`src/rtl/instruction_fetch.sv`:
```
// Fetch stage of the 8-bit model CPU: program counter, instruction register and
// the IDLE/FETCH/EXEC/HALTED sequencer that hands each byte to the decoder.
module instruction_fetch #(
    parameter int ADDR_W = 8
) (
    input  logic              clk,
    input  logic              rst,
    output logic [ADDR_W-1:0] mem_addr,
    output logic              mem_rd,
    input  logic [7:0]        mem_data,
    input  logic              mem_ready,
    output logic [7:0]        ir,
    output logic              EN,
    input  logic              exec_done,
    input  logic              jump_taken,
    input  logic [ADDR_W-1:0] jump_addr,
    input  logic              HALT,
    output logic [ADDR_W-1:0] pc,
    output logic              halted
);

    typedef enum logic [1:0] {
        ST_IDLE   = 2'd0,
        ST_FETCH  = 2'd1,
        ST_EXEC   = 2'd2,
        ST_HALTED = 2'd3
    } state_t;

    localparam logic [ADDR_W-1:0] PC_ONE = {{(ADDR_W-1){1'b0}}, 1'b1};

    state_t            state_q, state_d;
    logic [ADDR_W-1:0] pc_q, pc_d;
    logic [7:0]        ir_q, ir_d;

    // State, PC and IR registers with synchronous reset
    always_ff @(posedge clk) begin
        if (rst) begin
            state_q <= ST_IDLE;
            pc_q    <= {ADDR_W{1'b0}};
            ir_q    <= 8'h00;
        end else begin
            state_q <= state_d;
            pc_q    <= pc_d;
            ir_q    <= ir_d;
        end
    end

    // Next-state, PC and IR update; inputs are only honoured in their own state
    always_comb begin
        state_d = state_q;
        pc_d    = pc_q;
        ir_d    = ir_q;
        case (state_q)
            ST_IDLE: begin
                state_d = ST_FETCH;
            end
            ST_FETCH: begin
                if (mem_ready) begin
                    ir_d    = mem_data;
                    pc_d    = pc_q + PC_ONE;
                    state_d = ST_EXEC;
                end else begin
                    state_d = ST_FETCH;
                end
            end
            ST_EXEC: begin
                if (exec_done) begin
                    // A jump together with HALT still loads the target before halting
                    if (jump_taken) begin
                        pc_d = jump_addr;
                    end else begin
                        pc_d = pc_q;
                    end
                    if (HALT) begin
                        state_d = ST_HALTED;
                    end else begin
                        state_d = ST_FETCH;
                    end
                end else begin
                    state_d = ST_EXEC;
                end
            end
            ST_HALTED: begin
                state_d = ST_HALTED;
            end
            default: begin
                state_d = ST_IDLE;
            end
        endcase
    end

    // Control outputs decode the registered state only
    always_comb begin
        mem_rd = 1'b0;
        EN     = 1'b0;
        halted = 1'b0;
        case (state_q)
            ST_FETCH:  mem_rd = 1'b1;
            ST_EXEC:   EN     = 1'b1;
            ST_HALTED: halted = 1'b1;
            default: begin
                mem_rd = 1'b0;
                EN     = 1'b0;
                halted = 1'b0;
            end
        endcase
    end

    assign mem_addr = pc_q;
    assign pc       = pc_q;
    assign ir       = ir_q;

endmodule

```
`config.mk`:
```
export PLATFORM = sky130hd
export DESIGN_NAME = instruction_fetch
export DESIGN_NICKNAME = d
export VERILOG_FILES = /design/src/rtl/instruction_fetch.sv
export SDC_FILE = /design/constraint.sdc
export NUM_CORES = 1
export LEC_CHECK = 0
export BUFFER_PORTS_ARGS = -buffer_cell sky130_fd_sc_hd__buf_2
export CAP_MARGIN = 25
export CORE_UTILIZATION = 35
export DETAILED_ROUTE_END_ITERATION = 6
export GPL_TIMING_DRIVEN = 0
export HOLD_SLACK_MARGIN = 0.02
export PLACE_DENSITY = 0.66
export SYNTH_ARGS = -nofsm -noshare
export SYNTH_HDL_FRONTEND = slang
export SYNTH_SLANG_ARGS = --single-unit
```
`constraint.sdc`:
```
create_clock -name clk -period 1.2 [get_ports clk]
set_input_delay 0.12 -clock clk [delete_from_list [all_inputs] [get_ports clk]]
set_output_delay 0.12 -clock clk [all_outputs]
set_load 0.01 [all_outputs]
```
== After elaboration in Yosys (flattened, before gate mapping) ==
Cells that the tools add are included.

* Register bits after elaboration: 18
* Bits of input ports: 22
* Output and inout port bits: 27
* Logic and storage cells: 25

* Add/subtract/negate cells: 1
* Eq/ne operators: 6
* Muxes and demuxes: 11
* Reductions and logical operators: 4

{| class="wikitable"
|+ Operators by type and width
! kind !! number
|-
| two-way mux 8 bit || 3
|-
| case mux 8 bit (2 select lines) || 1
|-
| adder 8 x 1 -> 8 bit (second input constant) || 1
|-
| case mux 2 bit (4 select lines) || 1
|-
| two-way mux 2 bit || 3
|-
| != test 2 bit (second input constant) || 3
|-
| == test 2 bit (second input constant) || 2
|-
| AND reduction 4 bit || 1
|-
| two-way mux 1 bit || 3
|-
| == test 2 x 1 -> 1 bit (second input constant) || 1
|-
| logical NOT 2 bit || 1
|-
| AND reduction 2 bit || 1
|-
| nonzero test 2 bit || 1
|}

== Logic depth before layout (Yosys ltp) ==
* Depth in word-level cells: 3
* Depth in mapped cells: 6
* Gate-level depth less buffers: 5

== Worst setup path before layout ==
Ideal clock, no wire load.

* Path type: register to register
* Start: register state_q[1]
* End: register pc_q[4], in the netlist mem_addr[4]
* Library setup time: 0.070 ns
* Data arrival time: 1.213 ns
* Required time: 1.130 ns
* Path slack: -0.083 ns
* Stages on the path, launching flop included: 6
* Path buffers: 1
* Clock period less this slack: 1.283 ns
* Cell sequence: dfxtp_1 and3b_2 buf_6 o22ai_2 o21ai_0 a21oi_1

* Word-level cells in the longest chain between the ends: 3
* Elaborated cells on any way between the ends: 8
* Classes of those cells: 5 x eq/ne; 1 x mux; 2 x reduce/logical

{| class="wikitable"
|+ Ends and longest elaborated chain
! item !! line !! text
|-
| start, declared || 31 || <nowiki>state_t state_q, state_d;</nowiki>
|-
| start signal, assigned || 42 || <nowiki>state_q <= state_d;</nowiki>
|-
| == test 2 bit or == test 2 x 1 -> 1 bit (tied branches) || 53 || <nowiki>case (state_q)</nowiki>
|-
| != test 2 bit (no line) or nonzero test 2 bit (tied branches) || n/a ||
|-
| AND reduction 4 bit (no line) || n/a ||
|-
| end signal, assigned || 39 || <nowiki>pc_q <= {ADDR_W{1'b0}};</nowiki>
|-
| end signal, assigned || 43 || <nowiki>pc_q <= pc_d;</nowiki>
|-
| end, declared || 32 || <nowiki>logic [ADDR_W-1:0] pc_q, pc_d;</nowiki>
|}

Parallel ways exist; a longest one is shown, timed or not.
A chain may end at the register's enable or synchronous reset.

== Worst setup path after layout ==
* Start: register state_q[0]
* End: register pc_q[7], in the netlist mem_addr[7]

The elaborated chain is that of the path after synthesis.

==> flow_metrics.env <==
export IMPL_power_leakage_nw=0.6881
export IMPL_die_area_mm2=0.003007
export IMPL_worst_pin_slew_ps=515.3
export IMPL_path_cells="nand2b_4 -> inv_4 -> buf_6 -> a2bb2oi_4 -> buf_6 -> a211o_1 -> o31ai_1"
export IMPL_timing_fmax_ghz=0.7464
export IMPL_setup_viol=19
export IMPL_rsz0062_at_grt="true"
export IMPL_port_buffers=48
export IMPL_post_route_util=0.5936
export IMPL_num_rows=18
export IMPL_syn_area_um2=977.2
export IMPL_clkSlewWorstSetupHoldPaths_ps=110
export IMPL_io_pins=49
export IMPL_routed_wl_um=2851
export IMPL_ant_nets=0
export IMPL_first_pass_iters=4
export IMPL_design_area_mm2=0.001524
export IMPL_reg2reg_from="state_q[0]"
export IMPL_gp_congestion=0.7959
export IMPL_worstSkewPairLatency_ps=310
export IMPL_grt_max_degree=11
export IMPL_ctsHoldBuffers=0
export IMPL_drive_gt1_frac=0.5761
export IMPL_cts_sinks=18
export IMPL_grt_pass1_vias=905
export IMPL_clk_path_buf_depth=2
export IMPL_crit_family="compound AO/OA/AOI/OAI gates"
export IMPL_syn_nets=144
export IMPL_run_status="complete, but fails checks"
export IMPL_cp_arrival_ps=1530
export IMPL_crit_type="reg -> reg"
export IMPL_grt_pass1_wl_um=4077
export IMPL_syn_area_per_cell_um2=8.076
export IMPL_critical_path_required_ps=1390
export IMPL_dp_hpwl_um=1883
export IMPL_violations="setup timing"
export IMPL_die_height_um=54.84
export IMPL_fp_dieW_um=54.84
export IMPL_yosysWarningCount=0
export IMPL_min_path_type="in -> reg"
export IMPL_vias_per_cell=5.037
export IMPL_cp_startpoint="state_q[0]"
export IMPL_tritoncts_num_buffers=3
export IMPL_crit_path_frequent_cell="buf_6"
export IMPL_place_area_mm2=0.001260
export IMPL_crit_fanout=8
export IMPL_synth_cell_types=33
export IMPL_dr_first_iter_drc_count=22
export IMPL_p_per_area_mw_per_mm2=916.7
export IMPL_fin_skew_ps=6.957
export IMPL_grt_overflow_total=0
export IMPL_start_util=0.3806
export IMPL_vias=1078
export IMPL_startpoint_type="flop"
export IMPL_fin_nets=208
export IMPL_area_growth_syn_to_layout_pct=55.95
export IMPL_fin_crit_sh=1.116
export IMPL_cts_tree="built"
export IMPL_cp_num_buf_inv=3
export IMPL_drc_errors=0
export IMPL_synth_seq_cells=18
export IMPL_endpoint_kind="flop"
export IMPL_crit_path_top_delay_cell="dfxtp_4"
export IMPL_hold_violations=0
export IMPL_core_area_mm2=0.002567
export IMPL_min_delay_start="mem_data[0]"
export IMPL_yosysSeqAreaShare=0.3688
export IMPL_fillCellCount=241
export IMPL_ir_drop_uv=558.5
export IMPL_fin_crit_ps=1340
export IMPL_setup_slack_ps=-139.8
export IMPL_synth_cells=121
export IMPL_crit_path_max_incr_delay_ps=380
export IMPL_relSlewSlack=0.6565
export IMPL_wl_per_cell_um=13.32
export IMPL_cap_violations=0
export IMPL_diodes=0
export IMPL_root_buffer="clkbuf_4"
export IMPL_antenna_found_initial=0
export IMPL_slew_viol_final=0
export IMPL_track_usage=0.1916
export IMPL_h_tree_depth=1
export IMPL_fin_total_pwr_mw=1.397
-- cell usage after synthesis (all sizes together) --
| library cell | n | area share |
|---|---|---|
| nand4 | 1 | 0.0064 |
| and2 | 6 | 0.040 |
| a21oi | 16 | 0.086 |
| nor3 | 2 | 0.010 |
| a2bb2oi | 1 | 0.027 |
| a31oi | 1 | 0.0064 |
| o22ai | 1 | 0.013 |
| nand3 | 2 | 0.010 |
| and2b | 1 | 0.0090 |
| a211oi | 1 | 0.0077 |
| ha | 1 | 0.013 |
| or2 | 1 | 0.0064 |
| nand2b | 2 | 0.020 |
| nor3b | 1 | 0.0077 |
| o31ai | 3 | 0.023 |
| a211o | 2 | 0.018 |
| nor2 | 3 | 0.012 |
| and3b | 2 | 0.020 |
| and3 | 1 | 0.0064 |
| buf | 11 | 0.090 |
| nor4 | 3 | 0.019 |
| nand2 | 22 | 0.085 |
| a311oi | 2 | 0.018 |
| o21ai | 10 | 0.051 |
| clkbuf | 3 | 0.012 |
| inv | 4 | 0.015 |
| dfxtp | 18 | 0.37 |
-- routing by layer --
layer	vias to the layer above	global-route usage	part of all wire
li1	546	-	-
met1	499	0.2322	0.41
met2	27	0.3454	0.53
met3	6	0.01944	0.047
met4	0	0.06410	0.016
met5	-	0	0
-- through the flow --
stage | hold slack [ps] | setup WS, ps | std cells | setup TNS [ps]
5_1_grt | 31.70 | -204.2 | 214 | -2612
3_3_place_gp | 362.8 | -169.8 | 199 | -1207
4_1_cts | 50.14 | -153.5 | 211 | -964.7
3_5_place_dp | 368.4 | -240.8 | 199 | -1637
6_report | 41.29 | -139.8 | 214 | -1500
2_1_floorplan | 256.0 | -25.52 | 121 | -95.63
-- repair_timing --
| item | 4_1_cts | 5_1_grt |
|---|---|---|
| gates resized for setup | 27 | 12 |
| pin swaps | 9 | 11 |
| setup endpoints to repair | 17 | 17 |
| buffers inserted | 9 | 3 |
-- sequential cells by signal, indices dropped and copies added, names as in the netlist --
name,flops
mem_addr,8
state_q,2
ir,8
-- cells in the final DEF (no fill, tap or decap), types with 2 or more instances in the layout --
cell,synthesis,routed
o21ai_2,0,6
dfxtp_2,0,5
a21oi_1,15,15
clkbuf_1,3,2
and3b_2,2,2
buf_4,8,16
o31ai_1,3,3
and2_1,5,5
nor3_1,2,2
inv_1,3,3
o21ai_1,0,2
a211o_1,2,2
dfxtp_1,18,10
nor2_1,3,3
clkbuf_4,0,3
dfxtp_4,0,3
nor4_2,0,2
buf_2,1,45
nand2_1,22,22
o21ai_0,10,2
buf_6,2,9
-- path summary, 6_finish.rpt --
kind / cells after the start / end / slack [ps]
max: 7 / mem_addr[7] / -140
min: 3 / ir[0] / 40
max reg2reg: 7 / mem_addr[7] / -140
min reg2reg: 2 / ir[0] / 460
-- tightest hold or removal path, cell delays in order --
cell and delay [ps]:
buf_2 90, nand2_1 50, a21oi_1 50
-- area by class of cell --
class | instances | area (um2) | share of cell area
plain buffers | 13 | 101.3 | 0.06650
clock buffers | 4 | 36.28 | 0.02381
inverters | 4 | 17.52 | 0.01149
multi-input cells | 85 | 580.6 | 0.3810
flip-flops and latches | 18 | 377.9 | 0.2479
well taps | 30 | 37.54 | 0.02463
repair buffers | 60 | 372.9 | 0.2447
-- logic make-up (layout without fill, tap and decap cells) --
| family | Yosys count | after routing | share of synthesized area |
|---|---|---|---|
| DFF | 18 | 18 | 0.3688 |
| buffers and inverters | 18 | 81 | 0.1165 |
| AOI/OAI and AO/OA | 37 | 37 | 0.2497 |
| and+or+nand+nor | 47 | 47 | 0.2523 |
| adders and majority gates | 1 | 1 | 0.01280 |
-- power by group --
group	switching (mW)	leakage, nW	total, mW	internal [mW]
combinational	0.161	0.516	0.343	0.182
sequential	0.0321	0.151	0.658	0.626
clock	0.210	0.0210	0.395	0.185
Note: power is estimated with default switching activity, not from simulation.
